<file path="config.mk">
export PLATFORM = sky130hd
export DESIGN_NAME = music_seq_ctrl_flat
export DESIGN_NICKNAME = d
export VERILOG_FILES = /design/src/rtl/music_seq_ctrl_pkg.sv /design/src/rtl/music_seq_ctrl_if.sv /design/src/rtl/music_seq_ctrl_div32.sv /design/src/rtl/music_seq_ctrl.sv /design/src/flat_wrapper.sv
export SDC_FILE = /design/constraint.sdc
export NUM_CORES = 1
export LEC_CHECK = 0
export CAP_MARGIN = 0
export CORE_ASPECT_RATIO = 1.4
export CORE_MARGIN = 2
export CORE_UTILIZATION = 67
export CTS_CLUSTER_DIAMETER = 200
export CTS_CLUSTER_SIZE = 14
export DETAILED_ROUTE_END_ITERATION = 7
export GPL_TIMING_DRIVEN = 1
export PLACE_DENSITY_LB_ADDON = 0.25
export SLEW_MARGIN = 20
export SYNTH_ARGS = -nofsm -noshare
export SYNTH_HDL_FRONTEND = slang
export SYNTH_SLANG_ARGS = --single-unit
</file>
<file path="constraint.sdc">
create_clock -name sysclk -period 8.85 [get_ports sysclk]
set_input_delay 1.77 -clock sysclk [delete_from_list [all_inputs] [get_ports sysclk]]
set_output_delay 1.77 -clock sysclk [all_outputs]
set_load 0.03 [all_outputs]
</file>
<file path="src/rtl/music_seq_ctrl_pkg.sv">
// Shared definitions for the music sequencer: song count, word width,
// end-of-song code, FSM state encoding and the tempo constant helper.
package music_seq_ctrl_pkg;

    localparam int         MSC_N_DEF    = 3;
    localparam int         DW_DEF       = 6;
    localparam logic [5:0] END_CODE_DEF = 6'b111000;

    typedef enum logic [2:0] {
        IDLE   = 3'd0,
        LOAD   = 3'd1,
        HDR_HI = 3'd2,
        HDR_LO = 3'd3,
        DIV    = 3'd4,
        PLAY   = 3'd5,
        FETCH  = 3'd6,
        HOLD   = 3'd7
    } msc_state_e;

    // Clock cycles per minute divided by notes per beat; the divider
    // turns this into cycles per note once bpm is known.
    function automatic logic [31:0] msc_k(input int unsigned clk_hz,
                                          input int unsigned subdiv);
        logic [63:0] k;
        k = (64'(clk_hz) * 64'd60) / 64'(subdiv);
        return k[31:0];
    endfunction

endpackage

</file>
<file path="src/rtl/music_seq_ctrl_if.sv">
// Bundle between song select / music ROM and the sequencer.
// There is no valid/ready pair here: sel, add, rom_clock, note_vld and
// play_end are single-cycle registered strobes that the receiver must take
// on the cycle they are high; start, pause and loop_en are levels, and
// rom_q is expected valid ROM_LAT cycles after a rom_clock strobe.
interface music_seq_ctrl_if
    import music_seq_ctrl_pkg::*;
#(
    parameter int MSC_N = MSC_N_DEF,
    parameter int DW    = DW_DEF
);
    logic [MSC_N-1:0] start;
    logic             pause;
    logic             loop_en;
    logic [DW-1:0]    rom_q;
    logic [MSC_N-1:0] sel;
    logic             add;
    logic             rom_clock;
    logic [DW-1:0]    note_out;
    logic             note_vld;
    logic             play_end;
    logic             busy;
    msc_state_e       state_dbg;

    modport master (
        output start, pause, loop_en, rom_q,
        input  sel, add, rom_clock, note_out, note_vld, play_end, busy, state_dbg
    );

    modport slave (
        input  start, pause, loop_en, rom_q,
        output sel, add, rom_clock, note_out, note_vld, play_end, busy, state_dbg
    );

endinterface

</file>
<file path="src/rtl/music_seq_ctrl_div32.sv">
// 32-step restoring divider. A start pulse loads the operands; one
// quotient bit is resolved per cycle. done is high during the cycle of
// the last step and quotient then carries the final result, so the
// caller can register it on the same edge the divider finishes.
module music_seq_ctrl_div32 (
    input  logic        clk,
    input  logic        rst_n,
    input  logic        start,
    input  logic [31:0] dividend,
    input  logic [31:0] divisor,
    output logic        done,
    output logic [31:0] quotient
);
    logic [31:0] rem_q;
    logic [31:0] quo_q;
    logic [31:0] dsr_q;
    logic [4:0]  step_q;
    logic        run_q;

    logic [32:0] rem_sh;
    logic        fits;
    logic [31:0] rem_nxt;

    // One shift-and-subtract step on the current partial remainder.
    always_comb begin
        rem_sh   = {rem_q, quo_q[31]};
        fits     = (rem_sh >= {1'b0, dsr_q});
        rem_nxt  = fits ? 32'(rem_sh - {1'b0, dsr_q}) : rem_sh[31:0];
        quotient = {quo_q[30:0], fits};
        done     = run_q && (step_q == 5'd31);
    end

    // Operand load on start, otherwise advance one step while running.
    always_ff @(posedge clk or negedge rst_n) begin
        if (!rst_n) begin
            rem_q  <= '0;
            quo_q  <= '0;
            dsr_q  <= '0;
            step_q <= '0;
            run_q  <= 1'b0;
        end else if (start) begin
            rem_q  <= '0;
            quo_q  <= dividend;
            dsr_q  <= divisor;
            step_q <= '0;
            run_q  <= 1'b1;
        end else if (run_q) begin
            rem_q  <= rem_nxt;
            quo_q  <= quotient;
            step_q <= step_q + 5'd1;
            if (step_q == 5'd31) begin
                run_q <= 1'b0;
            end
        end
    end

endmodule

</file>
<file path="src/rtl/music_seq_ctrl.sv">
// Player sequencer: reads a two-word tempo header, derives the note period
// with the iterative divider, then steps the ROM once per note period.
// Handles pause, looping at the end code and song change/stop at any time.
module music_seq_ctrl
    import music_seq_ctrl_pkg::*;
#(
    parameter int            MSC_N    = MSC_N_DEF,
    parameter int            DW       = DW_DEF,
    parameter int unsigned   CLK_HZ   = 50_000_000,
    parameter int unsigned   SUBDIV   = 4,
    parameter int            ROM_LAT  = 1,
    parameter logic [DW-1:0] END_CODE = DW'(END_CODE_DEF)
) (
    input logic             sysclk,
    input logic             rst_n,
    music_seq_ctrl_if.slave bus
);
    localparam logic [31:0] K   = msc_k(CLK_HZ, SUBDIV);
    localparam logic [1:0]  LAT = 2'(ROM_LAT);

    msc_state_e        state_q;
    logic [MSC_N-1:0]  start_d;
    logic [MSC_N-1:0]  song_q;
    logic [MSC_N-1:0]  sel_q;
    logic              add_q;
    logic              rom_clock_q;
    logic [DW-1:0]     note_q;
    logic              note_vld_q;
    logic              play_end_q;
    logic              busy_q;
    logic [2*DW-1:0]   bpm_q;
    logic [31:0]       period_q;
    logic [31:0]       cnt_q;
    logic [1:0]        lat_q;

    logic              begins;
    logic              ends;
    logic              lat_done;
    logic              cnt_last;
    logic [2*DW-1:0]   bpm_fix;
    logic              div_start;
    logic              div_done;
    logic [31:0]       div_q;

    // Start edge detect, ROM wait, note counter terminal and header fix-up.
    always_comb begin
        begins    = (bus.start != start_d) && (bus.start != '0);
        ends      = (bus.start != start_d) && (bus.start == '0);
        lat_done  = (lat_q == LAT);
        cnt_last  = (cnt_q == period_q - 32'd1);
        bpm_fix   = {bpm_q[2*DW-1:DW], bus.rom_q};
        if (bpm_fix == '0) begin
            bpm_fix = {{(2*DW-1){1'b0}}, 1'b1};
        end
        div_start = (state_q == HDR_LO) && lat_done && !ends && !begins;
    end

    music_seq_ctrl_div32 u_div (
        .clk      (sysclk),
        .rst_n    (rst_n),
        .start    (div_start),
        .dividend (K),
        .divisor  (32'(bpm_fix)),
        .done     (div_done),
        .quotient (div_q)
    );

    // Sequencer FSM; stop beats song change beats pause beats normal flow.
    always_ff @(posedge sysclk or negedge rst_n) begin
        if (!rst_n) begin
            state_q     <= IDLE;
            start_d     <= '0;
            song_q      <= '0;
            sel_q       <= '0;
            add_q       <= 1'b0;
            rom_clock_q <= 1'b0;
            note_q      <= '0;
            note_vld_q  <= 1'b0;
            play_end_q  <= 1'b0;
            busy_q      <= 1'b0;
            bpm_q       <= '0;
            period_q    <= '0;
            cnt_q       <= '0;
            lat_q       <= '0;
        end else begin
            start_d     <= bus.start;
            sel_q       <= '0;
            add_q       <= 1'b0;
            rom_clock_q <= 1'b0;
            note_vld_q  <= 1'b0;
            play_end_q  <= 1'b0;
            if (state_q != IDLE && ends) begin
                sel_q      <= MSC_N'(1);
                play_end_q <= 1'b1;
                note_q     <= '0;
                busy_q     <= 1'b0;
                state_q    <= IDLE;
            end else if (begins) begin
                song_q  <= bus.start;
                sel_q   <= bus.start;
                busy_q  <= 1'b1;
                state_q <= LOAD;
            end else begin
                case (state_q)
                    IDLE: begin
                    end
                    LOAD: begin
                        rom_clock_q <= 1'b1;
                        add_q       <= 1'b1;
                        lat_q       <= '0;
                        state_q     <= HDR_HI;
                    end
                    HDR_HI: begin
                        if (lat_done) begin
                            bpm_q[2*DW-1:DW] <= bus.rom_q;
                            rom_clock_q      <= 1'b1;
                            add_q            <= 1'b1;
                            lat_q            <= '0;
                            state_q          <= HDR_LO;
                        end else begin
                            lat_q <= lat_q + 2'd1;
                        end
                    end
                    HDR_LO: begin
                        if (lat_done) begin
                            bpm_q   <= bpm_fix;
                            state_q <= DIV;
                        end else begin
                            lat_q <= lat_q + 2'd1;
                        end
                    end
                    DIV: begin
                        if (div_done) begin
                            period_q <= div_q;
                            cnt_q    <= '0;
                            state_q  <= PLAY;
                        end
                    end
                    // A HOLD cycle with pause released counts as a play cycle,
                    // so the note is late by exactly the paused cycles.
                    PLAY, HOLD: begin
                        if (bus.pause) begin
                            state_q <= HOLD;
                        end else if (cnt_last) begin
                            rom_clock_q <= 1'b1;
                            add_q       <= 1'b1;
                            lat_q       <= '0;
                            state_q     <= FETCH;
                        end else begin
                            cnt_q   <= cnt_q + 32'd1;
                            state_q <= PLAY;
                        end
                    end
                    FETCH: begin
                        if (!lat_done) begin
                            lat_q <= lat_q + 2'd1;
                        end else if (bus.rom_q != END_CODE) begin
                            note_q     <= bus.rom_q;
                            note_vld_q <= 1'b1;
                            cnt_q      <= '0;
                            state_q    <= PLAY;
                        end else if (bus.loop_en) begin
                            sel_q   <= song_q;
                            state_q <= LOAD;
                        end else begin
                            play_end_q <= 1'b1;
                            note_q     <= '0;
                            busy_q     <= 1'b0;
                            state_q    <= IDLE;
                        end
                    end
                    default: state_q <= IDLE;
                endcase
            end
        end
    end

    assign bus.sel       = sel_q;
    assign bus.add       = add_q;
    assign bus.rom_clock = rom_clock_q;
    assign bus.note_out  = note_q;
    assign bus.note_vld  = note_vld_q;
    assign bus.play_end  = play_end_q;
    assign bus.busy      = busy_q;
    assign bus.state_dbg = state_q;

endmodule

</file>
<file path="src/flat_wrapper.sv">
// flat-port wrapper written by rule: the top's interface ports become plain ports
module music_seq_ctrl_flat import music_seq_ctrl_pkg::*;
#(
    parameter int            MSC_N    = MSC_N_DEF,
    parameter int            DW       = DW_DEF,
    parameter int unsigned   CLK_HZ   = 50_000_000,
    parameter int unsigned   SUBDIV   = 4,
    parameter int            ROM_LAT  = 1,
    parameter logic [DW-1:0] END_CODE = DW'(END_CODE_DEF)
)
  (sysclk, rst_n, bus_start, bus_pause, bus_loop_en, bus_rom_q, bus_sel, bus_add, bus_rom_clock, bus_note_out, bus_note_vld, bus_play_end, bus_busy, bus_state_dbg);
  music_seq_ctrl_if #(.MSC_N(MSC_N), .DW(DW)) bus_i ();
  input logic sysclk;
  input logic rst_n;
  input wire logic [$bits(bus_i.start)-1:0] bus_start;
  input wire logic [$bits(bus_i.pause)-1:0] bus_pause;
  input wire logic [$bits(bus_i.loop_en)-1:0] bus_loop_en;
  input wire logic [$bits(bus_i.rom_q)-1:0] bus_rom_q;
  output wire logic [$bits(bus_i.sel)-1:0] bus_sel;
  output wire logic [$bits(bus_i.add)-1:0] bus_add;
  output wire logic [$bits(bus_i.rom_clock)-1:0] bus_rom_clock;
  output wire logic [$bits(bus_i.note_out)-1:0] bus_note_out;
  output wire logic [$bits(bus_i.note_vld)-1:0] bus_note_vld;
  output wire logic [$bits(bus_i.play_end)-1:0] bus_play_end;
  output wire logic [$bits(bus_i.busy)-1:0] bus_busy;
  output wire logic [$bits(bus_i.state_dbg)-1:0] bus_state_dbg;
  assign bus_i.start = bus_start;
  assign bus_i.pause = bus_pause;
  assign bus_i.loop_en = bus_loop_en;
  assign bus_i.rom_q = bus_rom_q;
  assign bus_sel = bus_i.sel;
  assign bus_add = bus_i.add;
  assign bus_rom_clock = bus_i.rom_clock;
  assign bus_note_out = bus_i.note_out;
  assign bus_note_vld = bus_i.note_vld;
  assign bus_play_end = bus_i.play_end;
  assign bus_busy = bus_i.busy;
  assign bus_state_dbg = bus_i.state_dbg;
  music_seq_ctrl #(.MSC_N(MSC_N), .DW(DW), .CLK_HZ(CLK_HZ), .SUBDIV(SUBDIV), .ROM_LAT(ROM_LAT), .END_CODE(END_CODE)) u_core (.sysclk(sysclk), .rst_n(rst_n), .bus(bus_i));
endmodule
</file>
==> run summary <==
CTS root buf - clkbuf_16
Final ANT Viol Nets - 0
Design Power - 2.54 mW
Slew @ Worst Pin - 0.936 ns
synth top area cells - dfrtp_1 (43%), mux2i_1 (4.0%), mux2_2 (4.0%), nand2_1 (3.6%), xnor2_1 (3.4%)
site row count - 53
worst relative slew slack - 37.6%
grt ovf - 0
f_max - 216 MHz
Seq/Total Area, Yosys - 43.3%
crit path to - u_core.cnt_q[28]
RSZ-0062 raised after global routing - false
Antenna diodes - 0
Syn Inst Count - 1,086
DRC viols - 0
drt pass-1 iters - 5
Sw Pwr - 0.879 mW
critical path fanouts, max - 15
r2r startpoint - u_core.period_q[4]
Post-Route WL - 23.1 mm
setup violators final - 0
Max Slew Vio Count - 0
fillers - 1,132
reg2reg setup slack - 4.92 ns
CTS max path bufs - 2
P&R area growth vs syn - 8.48%
share of the synthesized area in the top cell type - 43.3%
total number of vias - 8,213
RD Place Congestion - 0.913
Num CTS Buffers - 17
NumNets Final - 1,103
Critical Path Max Stage Delay - 0.58 ns
area leader, netlist - dfrtp_1
setup TNS - 0 ns
sequential share of power - 43.0%
Arr. time, crit path - 5.01 ns
core area - 14,900 sq um
first-pass GRT wire length - 39.1 mm
power per cell area - 230 nW/um^2
Setup CP Type - input pin to flop
die area - 16,200 sq um
Post-synth EDFFs - 0
cell count of the worst hold path - 2
antenna violations before repair - 0
Setup crit start kind - input pin
share of cells above drive strength 1 - 9.87%
critical path capture point type - flop
Lkg Pwr - 4.55 nW
Synth Flop Type - dfrtp_1
CP Cell Sequence - clkdlybuf4s50_1, xnor2_1, nand3_1, inv_1, o2111a_1, nand3_1, or3_1, or3_1, a21oi_2
CP Data Required Time - 9.22 ns
clk slew on worst S/H paths - 0.07 ns
minimum clock period - 4.64 ns
yosys warns - 0
#FFs+latches synth - 176
CTS tree - done
P_int - 1.66 mW
clock power share - 29.0%
crit path from - bus_start[2]
switching share of power - 34.6%
Layout Skew - 0.0133 ns
Peak VDD IR - 0.178 mV
mapped cell area - 10,200 sq um
number of H-tree levels - 4
Initial Util - 68.1%
die height - 150 microns
port bufs - 29
setup bufs post-CTS - 0
sequential cell area - 4410 sq um
Post-CTS Hold Buffers - 0
Yosys cell types - 73
drt wl/cell - 18.1 microns
Hold Crit Class - flop to flop
PostCTS Resize Cnt - 0
Die X - 108 microns
io pins - 30
max_cap viols - 0
status - finished, final reports clean
worst reg2reg path endpoint - u_core.cnt_q[23]
Slowest cell on crit path - clkdlybuf4s50_1
Mapped Nets - 1,118
area occupied by multi-input gates - 5350 sq um
Post-synth ARST share - 100%
Detail Placement HPWL - 15.7 mm
R2R depth - 9
largest net degree at the start of global routing - 105
Worst Path Buf+Inv - 2
Worst-Skew Late Latency - 0.44 ns
stages on the worst setup path - 9
final hold violation count - 0
syn_area_per_cell - 9.36 sq um
clock sinks - 176
GRT Overall Usage - 30.6%
combinational share of power - 28.0%
DR vias/cell - 6.44
number of global-route vias before repair - 8,287
CP delay by family, top - simple AND/OR/NAND/NOR gates
final period utilization - 52.4%
DRT iter0 DRCs - 436
final core utilization - 73.9%
[worst min-delay path: stages, from the launching register on]
cell and delay (ns):
dfrtp_1 0.35, nand2_1 0.05, nand2_1 0.06
[worst min path at each step]
| stage | end | slack [ns] | from |
|---|---|---|---|
| 5_1_grt | u_core.song_q[0] | 0.52 | u_core.song_q[0] |
| 6_report | u_core.song_q[0] | 0.49 | u_core.song_q[0] |
| 4_1_cts | u_core.song_q[0] | 0.49 | u_core.song_q[0] |
| 3_3_place_gp | u_core.song_q[0] | 0.46 | u_core.song_q[0] |
| 2_1_floorplan | u_core.song_q[0] | 0.45 | u_core.song_q[0] |
| 3_5_place_dp | u_core.song_q[0] | 0.47 | u_core.song_q[0] |
[power by group through the flow]
stage	logic (mW)	clock network [mW]	registers, mW
finish	0.712	0.736	1.09
global route	0.811	0.778	1.12
CTS	0.718	0.746	1.09
detailed placement	0.708	0	1.10
global placement	0.686	0	1.10
floorplan	0.575	0	1.06
[synthesized netlist by cell type, types with 21 or more instances]
master / number
dfrtp_1: 176
nor2_1: 91
nand3_1: 33
nor3_1: 32
nand4_1: 21
nand2_1: 97
xnor2_1: 40
or4_1: 22
o21ai_0: 62
a211oi_1: 24
mux2_2: 36
clkbuf_1: 55
xor2_1: 23
inv_1: 26
mux2i_1: 41
or3_1: 28
a21oi_1: 68
[kinds of logic (layout without fill, tap and decap cells)]
family                   after synthesis  after routing  synth area share [%]
AO/OA/AOI/OAI                        224            224                  13.8
XOR/XNOR                              63             63                  5.43
flip-flops                           176            176                  43.3
buffers and inverters                 96             94                  4.25
AND/OR/NAND/NOR                      431            431                  22.8
multiplexers                          77             77                  8.03
adder cells (fa/ha/maj)               19             19                  2.41
[cell usage in the layout, fill, tap and decap left out, types with 17 or more instances in the layout]
master and n:
clkbuf_16 17, nor4_1 19, dfrtp_1 175, nand2_1 97, xor2_1 23, nand4_1 21, a21oi_1 68, inv_1 26
nor3_1 30, nand3_1 33, or3_1 27, ha_1 18, xnor2_1 40, mux2i_1 41, mux2_2 36, o21ai_0 62
nor2_1 91, or4_1 22, clkdlybuf4s50_1 28, a211oi_1 23
[registers in the layout (all words and copies together) (netlist names)]
signal / flops
u_core.bus.note_vld: 1
u_core.song_q: 3
u_core.cnt_q: 32
u_core.start_d: 3
u_core.u_div.step_q: 5
u_core.bus.busy: 1
u_core.period_q: 32
u_core.bus.add: 1
u_core.u_div.run_q: 1
u_core.bus.sel: 3
u_core.bus.note_out: 6
u_core.lat_q: 2
u_core.u_div.dsr_q: 12
u_core.bpm_q: 6
u_core.u_div.rem_q: 32
u_core.u_div.quo_q: 32
u_core.bus.play_end: 1
u_core.bus.state_dbg: 3
[layout make-up]
type                       count  area share, %
clock buffer                  17           3.86
clock inverter                15           1.42
inverter                      26          0.885
multi-input combinational    814           48.5
sequential                   176           40.0
tap                          192           2.18
timing repair buffer          36           3.15
[per-layer routing]
metal	GRT usage [%]	part of all wire, %	wire (microns)
met3	5.10	3.3	765
met1	35.5	40	9170
met4	16.4	4.4	1020
met5	0	0	0
met2	53.7	53	12100
[metrics by stage]
stage	hold WS (ns)	worst slack, ns	instances	instance area (sq um)
detailed placement	0.474	3.85	1244	10400
global route	0.521	3.97	1276	11000
global placement	0.461	3.95	1244	10400
CTS	0.492	4.28	1276	11000
floorplan	0.446	5.06	1086	10200
finish	0.495	4.21	1276	11000
Power figures use the tool's default switching activity.
